`src/rtl/prod_acc_pkg.sv`:
```
// prod_acc_pkg
// Shared definitions for the product accumulator.
//   state_t      : accumulator FSM states (ACCUM accepting products, HOLD sum presented)
//   P_W, ACC_W   : default product / accumulator widths, also used by the multiplier's bench
//   cnt_width()  : term-counter width for a given number of terms, never below 1 bit
package prod_acc_pkg;

    localparam int P_W   = 8;
    localparam int ACC_W = 10;

    typedef enum logic {
        ACCUM = 1'b0,
        HOLD  = 1'b1
    } state_t;

    function automatic int cnt_width(input int n_terms);
        return (n_terms > 1) ? $clog2(n_terms) : 1;
    endfunction

endpackage

```
`src/rtl/acc_term_counter.sv`:
```
// acc_term_counter
// Counts accepted products within one block and flags the last one.
//   clk    in  : clock, rising edge
//   reset  in  : synchronous active-high reset, count returns to 0
//   inc    in  : one product accepted this cycle
//   last   out : count == N_TERMS-1 (the next accepted product closes the block)
//   wrap   out : inc while last; the count returns to 0 on this edge
// N_TERMS must be at least 1. With N_TERMS = 1 the count is stuck at 0,
// so every accepted product is the last one.
module acc_term_counter #(
    parameter int N_TERMS = 4
) (
    input  logic clk,
    input  logic reset,
    input  logic inc,
    output logic last,
    output logic wrap
);
    import prod_acc_pkg::*;

    localparam int CW = cnt_width(N_TERMS);
    localparam logic [CW-1:0] LAST_CNT = CW'(N_TERMS - 1);

    logic [CW-1:0] count_reg;
    logic [CW-1:0] count_next;

    assign last = (count_reg == LAST_CNT);
    assign wrap = inc & last;

    always_comb begin
        count_next = count_reg;
        if (inc) begin
            // Wrapping at LAST_CNT keeps the count inside 0..N_TERMS-1 even
            // when N_TERMS is not a power of two.
            count_next = last ? '0 : count_reg + CW'(1);
        end
    end

    always_ff @(posedge clk) begin
        if (reset) begin
            count_reg <= '0;
        end else begin
            count_reg <= count_next;
        end
    end

endmodule

```
`src/rtl/product_accumulator.sv`:
```
// product_accumulator
// Sums blocks of N_TERMS unsigned products and presents each block sum over
// a valid/ready handshake. The carry out of ACC_W is flagged per block.
//   clk        in            : clock, rising edge
//   reset      in            : synchronous active-high reset, discards any partial or pending sum
//   p_in       in  [P_W]     : product, unsigned
//   p_valid    in            : p_in valid
//   p_ready    out           : product accepted when p_valid is also high (high only in ACCUM)
//   sum        out [ACC_W]   : finished block sum, wraps modulo 2^ACC_W, kept after the handshake
//   sum_ovf    out           : a carry out of ACC_W happened somewhere in this block
//   sum_valid  out           : sum / sum_ovf valid
//   sum_ready  in            : downstream takes the sum
// All outputs except p_ready are registers; p_ready depends only on the state,
// so neither p_valid nor sum_ready reaches an output combinationally.
module product_accumulator #(
    parameter int N_TERMS = 4,
    parameter int P_W     = prod_acc_pkg::P_W,
    parameter int ACC_W   = prod_acc_pkg::ACC_W
) (
    input  logic             clk,
    input  logic             reset,
    input  logic [P_W-1:0]   p_in,
    input  logic             p_valid,
    output logic             p_ready,
    output logic [ACC_W-1:0] sum,
    output logic             sum_ovf,
    output logic             sum_valid,
    input  logic             sum_ready
);
    import prod_acc_pkg::*;

    state_t           state_reg;
    state_t           state_next;
    logic [ACC_W-1:0] acc_reg;
    logic             ovf_reg;
    logic [ACC_W-1:0] sum_reg;
    logic             sum_ovf_reg;
    logic             sum_valid_reg;

    logic             accept;
    logic             cnt_last;
    logic             cnt_wrap;
    logic [ACC_W:0]   add_full;
    logic             carry;

    assign p_ready = (state_reg == ACCUM);
    assign accept  = p_valid & p_ready;

    // One extra bit captures the carry out of the accumulator width.
    assign add_full = {1'b0, acc_reg} + (ACC_W + 1)'(p_in);
    assign carry    = add_full[ACC_W];

    acc_term_counter #(
        .N_TERMS (N_TERMS)
    ) u_term_counter (
        .clk   (clk),
        .reset (reset),
        .inc   (accept),
        .last  (cnt_last),
        .wrap  (cnt_wrap)
    );

    always_ff @(posedge clk) begin
        if (reset) begin
            state_reg <= ACCUM;
        end else begin
            state_reg <= state_next;
        end
    end

    always_comb begin
        state_next = state_reg;
        case (state_reg)
            ACCUM: begin
                if (accept && cnt_last) begin
                    state_next = HOLD;
                end
            end
            HOLD: begin
                if (sum_ready) begin
                    state_next = ACCUM;
                end
            end
            default: state_next = ACCUM;
        endcase
    end

    always_ff @(posedge clk) begin
        if (reset) begin
            acc_reg       <= '0;
            ovf_reg       <= 1'b0;
            sum_reg       <= '0;
            sum_ovf_reg   <= 1'b0;
            sum_valid_reg <= 1'b0;
        end else begin
            if (cnt_wrap) begin
                // Last term: the sum goes straight to the output register and
                // the accumulator starts the next block clean.
                sum_reg       <= add_full[ACC_W-1:0];
                sum_ovf_reg   <= ovf_reg | carry;
                sum_valid_reg <= 1'b1;
                acc_reg       <= '0;
                ovf_reg       <= 1'b0;
            end else if (accept) begin
                acc_reg <= add_full[ACC_W-1:0];
                ovf_reg <= ovf_reg | carry;
            end

            // cnt_wrap only happens in ACCUM, so this never collides with the
            // set above. sum_reg is deliberately left untouched.
            if ((state_reg == HOLD) && sum_ready) begin
                sum_valid_reg <= 1'b0;
            end
        end
    end

    assign sum       = sum_reg;
    assign sum_ovf   = sum_ovf_reg;
    assign sum_valid = sum_valid_reg;

endmodule

```
`config.mk`:
```
export PLATFORM = sky130hd
export DESIGN_NAME = product_accumulator
export DESIGN_NICKNAME = d
export VERILOG_FILES = /design/src/rtl/prod_acc_pkg.sv /design/src/rtl/acc_term_counter.sv /design/src/rtl/product_accumulator.sv
export SDC_FILE = /design/constraint.sdc
export NUM_CORES = 1
export LEC_CHECK = 0
export ABC_AREA = 0
export CAP_MARGIN = 20
export CORE_UTILIZATION = 33
export CTS_CLUSTER_SIZE = 40
export DETAILED_ROUTE_END_ITERATION = 8
export MAX_ROUTING_LAYER = met4
export PLACE_DENSITY = 0.66
export SLEW_MARGIN = 25
export SYNTH_ARGS = -nofsm -noshare
export SYNTH_HDL_FRONTEND = slang
export SYNTH_SLANG_ARGS = --single-unit
```
`constraint.sdc`:
```
create_clock -name clk -period 1.9 [get_ports clk]
set_input_delay 0.285 -clock clk [delete_from_list [all_inputs] [get_ports clk]]
set_output_delay 0.285 -clock clk [all_outputs]
set_load 0.02 [all_outputs]
```
==> out/qor.yml, run 1 <==
status: "complete, no violations"
fin_nets: 223
layout.cells.non_filler: 250
skew_ns: 0.004549
period_needed_ns: 1.792
placedInstanceArea_um2: 1758
cts-root-buf: "clkbuf_8"
max_slew_margin_pct: 78.93
netlist_area_um2: 1364
ant_nets: 0
cts_buffer_depth: 2
synth_area_leaders: "dfxtp_1 38%, ha_1 8.3%, nand2_1 8.0%, a21oi_1 6.6%, nor2_1 3.6%"
syn_inst: 159
synth-edff-count: 0
fmax_mhz: 558.0
io_pins: 25
r2r_slack_ns: 0.11
pwr-share-comb_pct: 26.4
r2r_cells: 8
synth_cell_types: 38
async_flop_share_pct: 0
synth.largest_area_cell: "dfxtp_1"
drc_errors: 0
clk_pin_slew_ns: 0.09
finalHoldViolCount: 0
place_hpwl_mm: 2.295
fin_tns_setup_ns: 0
p_clk_share_pct: 32.4
portBuffers: 24
power_per_cell_area_nw_per_um2: 771.4
ys_warn_count: 0
n_antenna_cell: 0
dp.cells: 244
synth-seq-cells: 26
worst_slew_pin_slew_ns: 0.3149
p_seq_share_pct: 41.3
worstSetupEndpointType: "flip-flop"
area.growth.synth_to_final_pct: 36.79
grt_pass1_wl_mm: 5.319
clock-sinks: 26
vias: 1252
layout_common_cells: "29 x nand2_1, 26 x dfxtp_1, 22 x clkdlybuf4s50_1, 18 x buf_4, 17 x a21oi_1"
required_ns: 2.08
synthFlopType: "dfxtp_1"
critPathMaxFanout: 4
fp.dieH_um: 66.29
grt_start_max_net_pins: 16
drt_wl_total_mm: 3.140
finalSetupViolCount: 0
avgRoutedWirePerCell_um: 12.56
die_x_um: 66.29
gr-total-overflow: 0
cts_buffers: 3
rsz0062_at_grt: "no"
insertion_delay_ns: 0.27
yosys.area.top_type_share_pct: 38.17
antenna_found_initial: 0
holdBufCountCts: 0
first_global_vias: 1212
start_util_pct: 34.34
max_cap_violations: 0
whs_path_depth: 2
design_area_um2: 1866
yosysSeqAreaShare_pct: 38.17
rows: 23
holdWs_ns: 0.4588
sw_frac_of_total_pct: 27.36
gp_congestion: 0.7512
cp-start-kind: "input pin"
crit_type: "input pin to flip-flop"
slew_violations: 0
dieArea_um2: 4394
syn-num-nets: 181
ir_drop_mv: 0.3380
hold_path_class: "flip-flop to flip-flop"
fin_crit_sh_pct: 94.32
switching_power_mw: 0.3937
fillerInstances: 425
viasPerCell: 5.008
p_leak_nw: 0.7639
drt_iter0_drc: 35
report.power.total_mw: 1.439
firstDrtPassIters: 2
core_area_um2: 3971
critPathArrivalTime_ns: 1.97
cts_tree: "yes"
intPower_mw: 1.045
htreeDepth: 1
grtUsageTotal_pct: 15.77
drive_gt1_share_pct: 17.00
layout_commonest_cell: "nand2_1"
synth.avg_cell_area_um2: 8.577
==> critical path, cell delays in order <==
cell,delay (ns)
clkdlybuf4s50_1,0.41
ha_1,0.35
a21oi_1,0.21
o211ai_2,0.16
a21oi_2,0.24
xnor2_2,0.11
a31o_1,0.21
==> final timing paths <==
path,start,to
worst min-delay path,acc_reg[5],acc_reg[5]
worst min register to register,acc_reg[5],acc_reg[5]
worst max-delay path,p_in[4],acc_reg[7]
worst max register to register,acc_reg[0],sum[8]
==> cells in the mapped netlist (2+ instances only) <==
cell type  count
nand2_1       29
dfxtp_1       26
a21oi_1       18
nor2_1        13
ha_1           9
inv_1          6
o21ai_0        5
xnor2_1        5
a22o_1         4
a211oi_1       3
nand3_1        3
xor2_1         3
and3_1         2
buf_2          2
clkbuf_1       2
mux2i_1        2
nor2b_4        2
nor3_1         2
o211ai_1       2
o31a_1         2
o31ai_1        2
==> logic make-up (layout without fill, tap and decap cells) <==
kind of cell	after synthesis	count (layout)	share of synthesized area, %
adders and majority gates	10	10	9.725
DFF	26	26	38.17
AOI/OAI and AO/OA	43	43	21.01
and+or+nand+nor	59	59	20.74
muxes	2	2	1.468
buffers and inverters	11	52	3.762
xor gates and xnor gates	8	8	5.138
==> layer usage <==
metal / GRT usage [%] / routed length [µm] / up-vias
met5: - / 0 / -
met4: 3.191 / 19 / 0
met3: 2.069 / 80 / 4
met2: 26.79 / 1522 / 17
met1: 19.96 / 1516 / 591
li1: - / - / 640
==> layout make-up <==
type	instances	area [µm²]	area share, %
well taps	50	62.56	3.353
clock buffers	3	41.29	2.213
clock inverters	1	30.03	1.610
multi-input cells	122	808.3	43.33
flip-flops and latches	26	520.5	27.90
repair buffers	42	380.4	20.39
inverters	6	22.52	1.207
==> what timing repair did <==
action                     CTS  global route
buffers inserted             0             2
gates cloned                 0             0
pin swaps                    6             6
resized for setup            4             3
setup endpoints to repair    5             9
==> power groups by stage <==
| stage | Sequential [mW] | Combinational [mW] | Clock [mW] |
|---|---|---|---|
| global placement | 0.606 | 0.350 | 0 |
| global route | 0.599 | 0.420 | 0.502 |
| CTS | 0.595 | 0.363 | 0.485 |
| detailed placement | 0.607 | 0.353 | 0 |
| finish | 0.594 | 0.379 | 0.466 |
| floorplan | 0.607 | 0.230 | 0 |
==> stage by stage <==
step	utilization [%]	worst slack (ns)
detailed placement	44.27	-0.3521
global route	46.98	0.01572
global placement	44.27	-0.3270
floorplan	-	0.1160
finish	46.98	0.1079
CTS	46.28	0.004105
Note: power is estimated with default switching activity, not from simulation.
==> run 2, diff against run 1 <==
--- a/config.mk
+++ b/config.mk
@@ -11,8 +11,10 @@
 export CTS_CLUSTER_SIZE = 40
 export DETAILED_ROUTE_END_ITERATION = 8
 export MAX_ROUTING_LAYER = met4
-export PLACE_DENSITY = 0.66
+export PLACE_DENSITY = 0.65
+export SKIP_CTS_REPAIR_TIMING = 1
 export SLEW_MARGIN = 25
 export SYNTH_ARGS = -nofsm -noshare
 export SYNTH_HDL_FRONTEND = slang
+export SYNTH_HIERARCHICAL = 1
 export SYNTH_SLANG_ARGS = --single-unit
==> run 2 against run 1 <==
- register-to-register slack got worse by 0.02 ns
- first-iteration DRC count increased by 8.6%
- maximum frequency decreased by 2.2%
- critical path depth increased by 1
- wire length decreased by 2.2%
- final cell count increased by 0.40%
- sequential share of layout area decreased by 0.72 points
- utilization increased by 0.66 points
- area after synthesis increased by 2.7%
- synthesized cell count decreased by 0.63%
- clock power decreased by 32%
==> out/qor.yml, run 2 <==
status: "complete, no violations"
grtUsageMet2_pct: 24.25
fin_crit_sh_pct: 96.40
synth-edff-count: 0
power_per_cell_area_nw_per_um2: 678.2
grtUsageMet3_pct: 2.027
insertion_delay_ns: 0.27
skew_ns: 0.002640
rows: 23
cts_buffers: 3
fmax_mhz: 546.0
synthFlopType: "dfxtp_1"
crit_type: "input pin to flip-flop"
clk_pin_slew_ns: 0.09
layout_common_cells: "25 x dfxtp_1, 22 x clkdlybuf4s50_1, 22 x buf_4, 18 x nor2_1, 15 x a21oi_1"
layout_setup_ws_ns: 0.06843
clock-sinks: 26
cpMaxStageDelayCell: "or4b_1"
drt_iter0_drc: 38
hold_path_class: "flip-flop to flip-flop"
gr-total-overflow: 0
period_needed_ns: 1.832
synth_common_cells: "26 x dfxtp_1, 18 x nor2_1, 15 x a21oi_1"
report.power.total_mw: 1.302
yosys.area.top_type_share_pct: 37.18
critPathMaxFanout: 4
p_leak_nw: 0.8070
yosysMostFrequentCell: "dfxtp_1"
slew_violations: 0
portBuffers: 24
grtUsageTotal_pct: 15.50
finalHoldViolCount: 0
gp_congestion: 0.8277
area.growth.synth_to_final_pct: 37.09
ys_warn_count: 6
synth-seq-cells: 26
cts-root-buf: "clkbuf_8"
worst_slew_pin_slew_ns: 0.3824
holdWs_ns: 0.4410
layout_commonest_cell: "dfxtp_1"
post-route-util_pct: 47.64
critPathArrivalTime_ns: 2.01
syn_inst: 158
yosysSeqAreaShare_pct: 37.18
io_pins: 25
drt_wl_total_mm: 3.070
viasPerCell: 4.972
netlist_area_um2: 1400
async_flop_share_pct: 0
synth_area_leaders: "dfxtp_1 37%, ha_1 8.9%, a21oi_1 5.4%, nor2_1 4.8%, mux2i_1 4.3%"
first_global_vias: 1181
required_ns: 2.08
max_slew_margin_pct: 74.34
antenna_found_initial: 0
syn-num-nets: 181
ant_nets: 0
place_hpwl_mm: 2.297
path_cells: "clkdlybuf4s50_1, ha_2, a211oi_1, buf_4, o21ai_2, a22oi_2, or4b_1, o311ai_1"
htreeDepth: 1
cts_buffer_depth: 2
grt_use_met1_pct: 19.52
dpl_worst_slack_ns: -0.4361
fin_nets: 226
grt_pass1_wl_mm: 5.057
start_util_pct: 34.75
die_x_um: 67.14
avgRoutedWirePerCell_um: 12.23
synth.largest_area_cell: "dfxtp_1"
finalSetupViolCount: 0
fillerInstances: 404
ir_drop_mv: 0.4004
synth_cell_types: 42
cts_tree: "yes"
max_cap_violations: 0
worstSetupEndpointType: "flip-flop"
vias: 1248
fp.dieH_um: 67.14
core_area_um2: 4029
firstDrtPassIters: 4
n_antenna_cell: 0
dieArea_um2: 4507
synth.avg_cell_area_um2: 8.861
top_usage_layer: "met2"
cp-start-kind: "input pin"
drc_errors: 0
grt_start_max_net_pins: 17
worst_path_largest_cell_delay_ns: 0.48
drive_gt1_share_pct: 18.91
==> run 2: cell types whose count changed in the layout (fill, tap and decap cells not counted), sizes merged, moves of 4 or more <==
cell	before	now
buf	18	22
nand2	29	13
mux2i	2	6
a21oi	19	15
nor2	14	18
==> run 2: path summary, 6_finish.rpt <==
check	start	to	slack [ns]	cells after the start
worst max-delay path	p_in[2]	sum[9]	0.07	8
worst min-delay path	state_reg	sum_valid	0.44	1
worst max register to register	acc_reg[0]	sum[8]	0.09	8
worst min register to register	state_reg	sum_valid	0.44	1
==> run 2: cells by family (layout without fill, tap and decap cells) <==
kind of cell               count (synthesis)  count (layout)  share of synthesized area [%]
and+or+nand+nor                           52              52                          18.41
AOI/OAI and AO/OA                         44              44                          22.16
DFF                                       26              26                          37.18
buffers and inverters                     14              57                          4.468
adders and majority gates                 11              11                          10.37
muxes                                      6               6                          4.290
xor gates and xnor gates                   5               5                          3.128
==> run 2: layer usage <==
layer  up-vias  share of wire (%)
met5         -                  0
met4         0                2.0
met3         7                2.7
met2        21                 47
met1       572                 49
li1        648                  -
==> run 2: cell type report <==
| cell class | instances | area [µm²] | area share [%] |
|---|---|---|---|
| Timing Repair Buffer | 46 | 410.4 | 21.38 |
| Clock buffer | 3 | 41.29 | 2.151 |
| Multi-Input combinational cell | 118 | 853.3 | 44.46 |
| Inverter | 8 | 30.03 | 1.565 |
| Sequential cell | 26 | 521.8 | 27.18 |
| Tap cell | 50 | 62.56 | 3.259 |
==> run 2: stage by stage <==
| step | TNS, ns | cells | instance area [µm²] |
|---|---|---|---|
| detailed placement | -4.337 | 247 | 1828 |
| global route | -0.01657 | 251 | 1919 |
| CTS | -0.6451 | 250 | 1869 |
| finish | 0 | 251 | 1919 |
| global placement | -4.140 | 247 | 1828 |
| floorplan | 0 | 158 | 1400 |
==> run 2: report_power, final <==
group / switching [mW] / internal [mW]
registers: 0.0211 / 0.574
clock network: 0.173 / 0.142
logic: 0.190 / 0.201
total: 0.384 / 0.918
==> run 2: critical path: cells and delay by family <==
family	cells	cell delay, ns
fa+ha+maj	1	0.21
simple gates	1	0.48
compound gates	4	0.41
buf+inv	2	0.61
